$ cat src/rtl/mrdo_video_timing.sv
// rtl/mrdo_video_timing.sv - Mr. Do raster timing: pixel/line counters, blanking, syncs, strobes
module mrdo_video_timing #(
    parameter int H_TOTAL  = 384,
    parameter int H_ACTIVE = 256,
    parameter int HS_START = 288,
    parameter int HS_END   = 320,
    parameter int V_TOTAL  = 264,
    parameter int V_ACTIVE = 192,
    parameter int VS_START = 216,
    parameter int VS_END   = 219
) (
    input  logic       clk,
    input  logic       clear_n,
    input  logic       ce_pix,
    output logic [8:0] hcnt,
    output logic [8:0] vcnt,
    output logic       hblank,
    output logic       vblank,
    output logic       hsync_n,
    output logic       vsync_n,
    output logic       line_start,
    output logic       vblank_start,
    output logic [7:0] frame_cnt
);

    localparam logic [8:0] H_LAST = 9'(H_TOTAL - 1);
    localparam logic [8:0] V_LAST = 9'(V_TOTAL - 1);
    // Ten-bit thresholds so an end value of 512 does not alias to zero.
    localparam logic [9:0] H_ACT = 10'(H_ACTIVE);
    localparam logic [9:0] HS_S  = 10'(HS_START);
    localparam logic [9:0] HS_E  = 10'(HS_END);
    localparam logic [9:0] V_ACT = 10'(V_ACTIVE);
    localparam logic [9:0] VS_S  = 10'(VS_START);
    localparam logic [9:0] VS_E  = 10'(VS_END);

    logic       h_wrap;
    logic       v_wrap;
    logic [8:0] h_nxt;
    logic [8:0] v_nxt;
    logic [9:0] h_nxt_w;
    logic [9:0] v_nxt_w;

    always_comb begin
        h_wrap = (hcnt == H_LAST);
        v_wrap = (vcnt == V_LAST);
        h_nxt  = h_wrap ? 9'd0 : hcnt + 9'd1;
        v_nxt  = vcnt;
        if (h_wrap) begin
            v_nxt = v_wrap ? 9'd0 : vcnt + 9'd1;
        end
        h_nxt_w = {1'b0, h_nxt};
        v_nxt_w = {1'b0, v_nxt};
    end

    // Levels are decoded from the next counts so they line up with the counters they accompany.
    always_ff @(posedge clk) begin
        if (!clear_n) begin
            hcnt         <= 9'd0;
            vcnt         <= 9'd0;
            frame_cnt    <= 8'd0;
            hblank       <= 1'b0;
            vblank       <= 1'b0;
            hsync_n      <= 1'b1;
            vsync_n      <= 1'b1;
            line_start   <= 1'b0;
            vblank_start <= 1'b0;
        end else if (ce_pix) begin
            hcnt         <= h_nxt;
            vcnt         <= v_nxt;
            if (h_wrap && v_wrap) begin
                frame_cnt <= frame_cnt + 8'd1;
            end
            hblank       <= (h_nxt_w >= H_ACT);
            vblank       <= (v_nxt_w >= V_ACT);
            hsync_n      <= !((h_nxt_w >= HS_S) && (h_nxt_w < HS_E));
            vsync_n      <= !((v_nxt_w >= VS_S) && (v_nxt_w < VS_E));
            line_start   <= h_wrap;
            vblank_start <= h_wrap && (v_nxt_w == V_ACT);
        end else begin
            line_start   <= 1'b0;
            vblank_start <= 1'b0;
        end
    end

endmodule

$ cat config.mk
export PLATFORM = sky130hd
export DESIGN_NAME = mrdo_video_timing
export DESIGN_NICKNAME = d
export VERILOG_FILES = /design/src/rtl/mrdo_video_timing.sv
export SDC_FILE = /design/constraint.sdc
export NUM_CORES = 1
export LEC_CHECK = 0
export BUFFER_PORTS_ARGS = -buffer_cell sky130_fd_sc_hd__buf_4
export CAP_MARGIN = 0
export CORE_MARGIN = 10
export CORE_UTILIZATION = 55
export DETAILED_ROUTE_END_ITERATION = 8
export HOLD_SLACK_MARGIN = 0.02
export PLACE_DENSITY = 0.86
export SLEW_MARGIN = 20
export SYNTH_ARGS = -nofsm -noshare
export SYNTH_HDL_FRONTEND = slang
export SYNTH_SLANG_ARGS = --single-unit
$ cat constraint.sdc
create_clock -name clk -period 3 [get_ports clk]
set_input_delay 0 -clock clk [delete_from_list [all_inputs] [get_ports clk]]
set_output_delay 0 -clock clk [all_outputs]
set_load 0.05 [all_outputs]
== Yosys cells after proc, flatten, opt, wreduce, memory -nomap -nowiden ==
Index checks and enable logic that the tools add are counted.
W data, S select, Z words.

* Register bits: 32
* Bits of input ports: 3
* Word-level logic and storage cells: 32

* Add/subtract/negate cells: 3
* $lt $le $gt $ge: 6
* Equality and inequality tests: 3
* Mux-type cells: 3
* Reduce and logical (&&, ||, !) cells: 8

{| class="wikitable"
|+ Operators by type and width
! operator !! number
|-
| $mux W9 || 3
|-
| $add A9 B1 Y9 const B || 2
|-
| $eq A9 B9 Y1 const B || 2
|-
| $ge A9 B8 Y1 const B || 2
|-
| $ge A9 B9 Y1 const B || 2
|-
| $eq A9 B8 Y1 const B || 1
|-
| $lt A9 B8 Y1 const B || 1
|-
| $lt A9 B9 Y1 const B || 1
|-
| $add A8 B1 Y8 const B || 1
|-
| $logic_and A1 B1 Y1 || 4
|-
| $reduce_and A2 Y1 || 2
|-
| $logic_not A1 Y1 || 2
|}

== Longest topological paths before layout ==
* Depth after elaboration: 6
* Depth in mapped cells: 7
* Depth with buffers taken out: 6

== Worst setup path before layout ==
Ideal clock, no wire load.

* Kind: register to register
* From: reg vcnt[0]
* To: reg vsync_n
* Slack: 697 ps
* Cell stages (with the launch flop): 7
* Arrival time: 2181 ps
* Path buffers: 0
* Required time: 2878 ps
* Setup time: 122 ps
* Path through: dfxtp_1 -> ha_1 -> nand4_1 -> or3_1 -> a21oi_1 -> o2111ai_1 -> o32a_1

* Longest elaborated chain between the ends: 6
* Elaborated cells on any way between the ends: 8
* Classes of those cells: add/sub (1); order compare (2); eq/ne (1); mux (2); reduce/logical (2)

{| class="wikitable"
|+ Ends and longest elaborated chain
! item !! line !! RTL
|-
| start: declaration || 16 || <nowiki>output logic [8:0] vcnt,</nowiki>
|-
| start signal: assignment || 69 || <nowiki>vcnt <= v_nxt;</nowiki>
|-
| $add A9 B1 Y9 / $eq A9 B9 Y1 (equally long branches) || 49, 45 ||
|-
| $mux W9 || 49 || <nowiki>v_nxt = v_wrap ? 9'd0 : vcnt + 9'd1;</nowiki>
|-
| $mux W9 (*) || 48 || <nowiki>if (h_wrap) begin</nowiki>
|-
| $ge A9 B8 Y1 / $lt A9 B8 Y1 (equally long branches) || 76 || <nowiki>vsync_n <= !((v_nxt_w >= VS_S) && (v_nxt_w < VS_E));</nowiki>
|-
| $logic_and A1 B1 Y1 (*) || 76 ||
|-
| $logic_not A1 Y1 (*) || 76 ||
|-
| end signal: assignment || 76 ||
|-
| end: declaration || 20 || <nowiki>output logic vsync_n,</nowiki>
|}

Mark *: on every way between the ends. The rest lies on a longest branch, timed or not.
A chain may end at the register's enable or synchronous reset.

== Worst setup path after layout ==
* From: reg hcnt[0]
* To: reg frame_cnt[7]

* Longest elaborated chain between the ends: 3

{| class="wikitable"
|+ Ends and longest elaborated chain
! item !! line !! RTL
|-
| start: declaration || 15 || <nowiki>output logic [8:0] hcnt,</nowiki>
|-
| start signal: assignment || 68 || <nowiki>hcnt <= h_nxt;</nowiki>
|-
| $eq A9 B9 Y1 || 44 || <nowiki>h_wrap = (hcnt == H_LAST);</nowiki>
|-
| $logic_and A1 B1 Y1 || 70 || <nowiki>if (h_wrap && v_wrap) begin</nowiki>
|-
| $reduce_and A2 Y1 (no line) || n/a ||
|-
| end signal: assignment || 71 || <nowiki>frame_cnt <= frame_cnt + 8'd1;</nowiki>
|-
| end: declaration || 23 || <nowiki>output logic [7:0] frame_cnt</nowiki>
|}

No other way between the ends.

==> flow_summary.toml <==
[run_status]
status = "finished, final reports clean"

[sta]
setup_tns_ns = 0
finalCriticalPeriod_ns = 2.18
relSlewSlack_pct = 55.5
fin_crit_sh_pct = 72.6
rsz0062_at_grt = "false"
finClkSkew_ns = 0.00489
slew_viol_final = 0
holdWs_ns = 0.499
hold_viol_final = 0
fmax_mhz = 459
worst_pin_slew_ns = 0.667
setup_viol = 0

[routing]
drt_iter0_markers = 205
ant_nets = 0
avgRoutedWirePerCell_um = 14.9
vias_per_cell = 5.84
dr.pass1.iters = 7
drc = 0
num_vias = 1630
drt-total-wl_um = 4150

[placed_design]
place_area_sq_um = 1970
numPortBuffers = 34
gp_congestion = 0.899
place_hpwl_um = 3070

[clock_tree]
clock_latency_ns = 0.33
htree_levels = 2
cts_made_buffers = 5
cts_max_path_buffers = 2
cts_tree = "built"
post-cts-setup-buffers = 0
cts-root-buf = "clkbuf_4"
cts_sinks = 32
cts_resized = 0
clkTransAtPathRegs_ns = 0.09

[synth]
synthArstFlopShare_pct = 0
synth_top_area_cell = "dfxtp_1"
synth.avg_cell_area_sq_um = 8.10
synthTopCellsByArea = "dfxtp_1, nor2_1, xor2_1"
syn-num-nets = 217
ys_seq_area_share_pct = 37.6
synthesis.area_sq_um = 1700
synth_cell_types = 42
synth_edf_count = 0
ys.flop_type = "dfxtp_1"
yosys_warnings = 0
ys_seq_elements = 32
syn_inst = 210
yosys.area.top_type_share_pct = 37.6

[floorplanning]
die_w_um = 75.6
start_util_pct = 56.7
dieArea_sq_um = 5720
die_height_um = 75.6
rows = 20
core_area_sq_um = 3000
io-pin-count = 35

[grt]
grt_pass1_vias = 1606
gr-usage-all-layers_pct = 15.4
grt_overflow_total = 0
antenna_found_initial = 0
grt_max_degree = 22
grt_pass1_wl_um = 6980

[finish]
final_cell_mix = "buf_4, nor2_1, dfxtp_1, nand2_1, xor2_1"
fill_cells = 262
fin_area_sq_um = 2060
seq_area_sq_um = 641
layout.nets = 252
mostFrequentLayoutCell = "buf_4"
drive_gt1_share_pct = 19.1
area_growth_pct = 20.8
antennaDiodeCount = 0
multiInputGateArea_sq_um = 998

[pwr]
sw_frac_of_total_pct = 24.0
peakVddDrop_mv = 0.243
pwr_density_cell_nw_per_um2 = 357
pwr-share-seq_pct = 59.1
p_sw_mw = 0.177
clock_power_share_pct = 34.5
power_frac_comb_pct = 6.5
power.leakage_nw = 0.767
p_int_mw = 0.558

[run]
maxCapViolCount = 0

[critical_path]
crit_required_ns = 3.20
arrival_ns = 2.38
cp-end-kind = "flop"
path_max_fanout = 13
worstSetupPathType = "reg -> reg"
start_kind = "flop"

[worst_hold_path]
hold_class = "reg -> reg"
-- Yosys cell counts, types with 3 or more instances --
library cell  instances
a21oi_1               7
and4_1                3
clkbuf_1              7
dfxtp_1              32
ha_1                  4
inv_1                 6
mux2i_1               4
nand2_1              20
nand2b_1              3
nand3_1               8
nand4_1               7
nor2_1               35
nor3_1                5
nor4_1                6
o21ai_0               7
o22ai_1               4
or3_1                 3
xnor2_1               9
xor2_1               10
-- worst max-delay path, stage by stage (launching register included) --
cell and delay, ns:
dfxtp_1 0.44, ha_1 0.25, nand2_1 0.12, or4_4 0.60
nor4_1 0.41, xnor2_1 0.18, nor2_1 0.05
-- repair_timing --
action	in CTS	in global routing
hold endpoints to repair	5	0
hold buffers	2	0
endpoints found under the setup margin	0	0
-- cell families after synthesis --
group                    Yosys count  share of synthesized area, %
XOR/XNOR                          19                          9.78
multiplexers                       4                          2.35
buffers and inverters             16                          3.68
adder cells (fa/ha/maj)            4                          2.94
AO/OA/AOI/OAI                     34                          13.4
flip-flops                        32                          37.6
AND/OR/NAND/NOR                  101                          30.2
-- through the flow --
stage          worst slack [ns]  util, %  power [mW]  instances
2_1_floorplan             0.697        -       0.475        210
3_3_place_gp              0.963     65.7       0.489        269
3_5_place_dp              0.832     65.7       0.489        269
4_1_cts                   0.823     68.5       0.746        279
5_1_grt                   0.679     68.5       0.768        279
6_report                  0.822     68.5       0.735        279
-- cell type report --
class,count,share of cell area [%]
multi-input cells,162,48.6
flip-flops and latches,32,31.2
repair buffers,38,14.1
clock buffers,7,2.68
well taps,33,2.01
inverters,6,1.10
clock inverters,1,0.365
-- sequential cells by signal (all words and copies together) (netlist names) --
name          count
vsync_n           1
hsync_n           1
vblank            1
hcnt              9
frame_cnt         8
hblank            1
vcnt              9
line_start        1
vblank_start      1
-- power by group through the flow --
| stage | Combinational [mW] | Sequential, mW | Clock (mW) |
|---|---|---|---|
| after floorplan | 0.0172 | 0.458 | 0 |
| after global placement | 0.0454 | 0.443 | 0 |
| after detailed placement | 0.0455 | 0.444 | 0 |
| after CTS | 0.0479 | 0.434 | 0.264 |
| after global routing | 0.0508 | 0.435 | 0.282 |
| final | 0.0475 | 0.434 | 0.253 |
-- layer usage --
| metal | part of all wire (%) | track usage [%] | vias up |
|---|---|---|---|
| met4 | 1.5 | 7.01 | 0 |
| li1 | - | - | 823 |
| met5 | 0 | 0 | - |
| met3 | 9.2 | 6.12 | 9 |
| met2 | 47 | 24.9 | 63 |
| met1 | 43 | 17.4 | 735 |
-- final timing paths --
check                            startpoint                   endpoint  slack [ns]  depth (start not counted)
setup / recovery       hcnt[0]$_SDFFE_PN0P_  frame_cnt[7]$_SDFFE_PN0P_        0.82                          6
hold / removal    frame_cnt[1]$_SDFFE_PN0P_  frame_cnt[1]$_SDFFE_PN0P_        0.50                          2
setup reg to reg       hcnt[0]$_SDFFE_PN0P_  frame_cnt[7]$_SDFFE_PN0P_        0.82                          6
hold reg to reg   frame_cnt[1]$_SDFFE_PN0P_  frame_cnt[1]$_SDFFE_PN0P_        0.50                          2
Power figures use the tool's default switching activity.
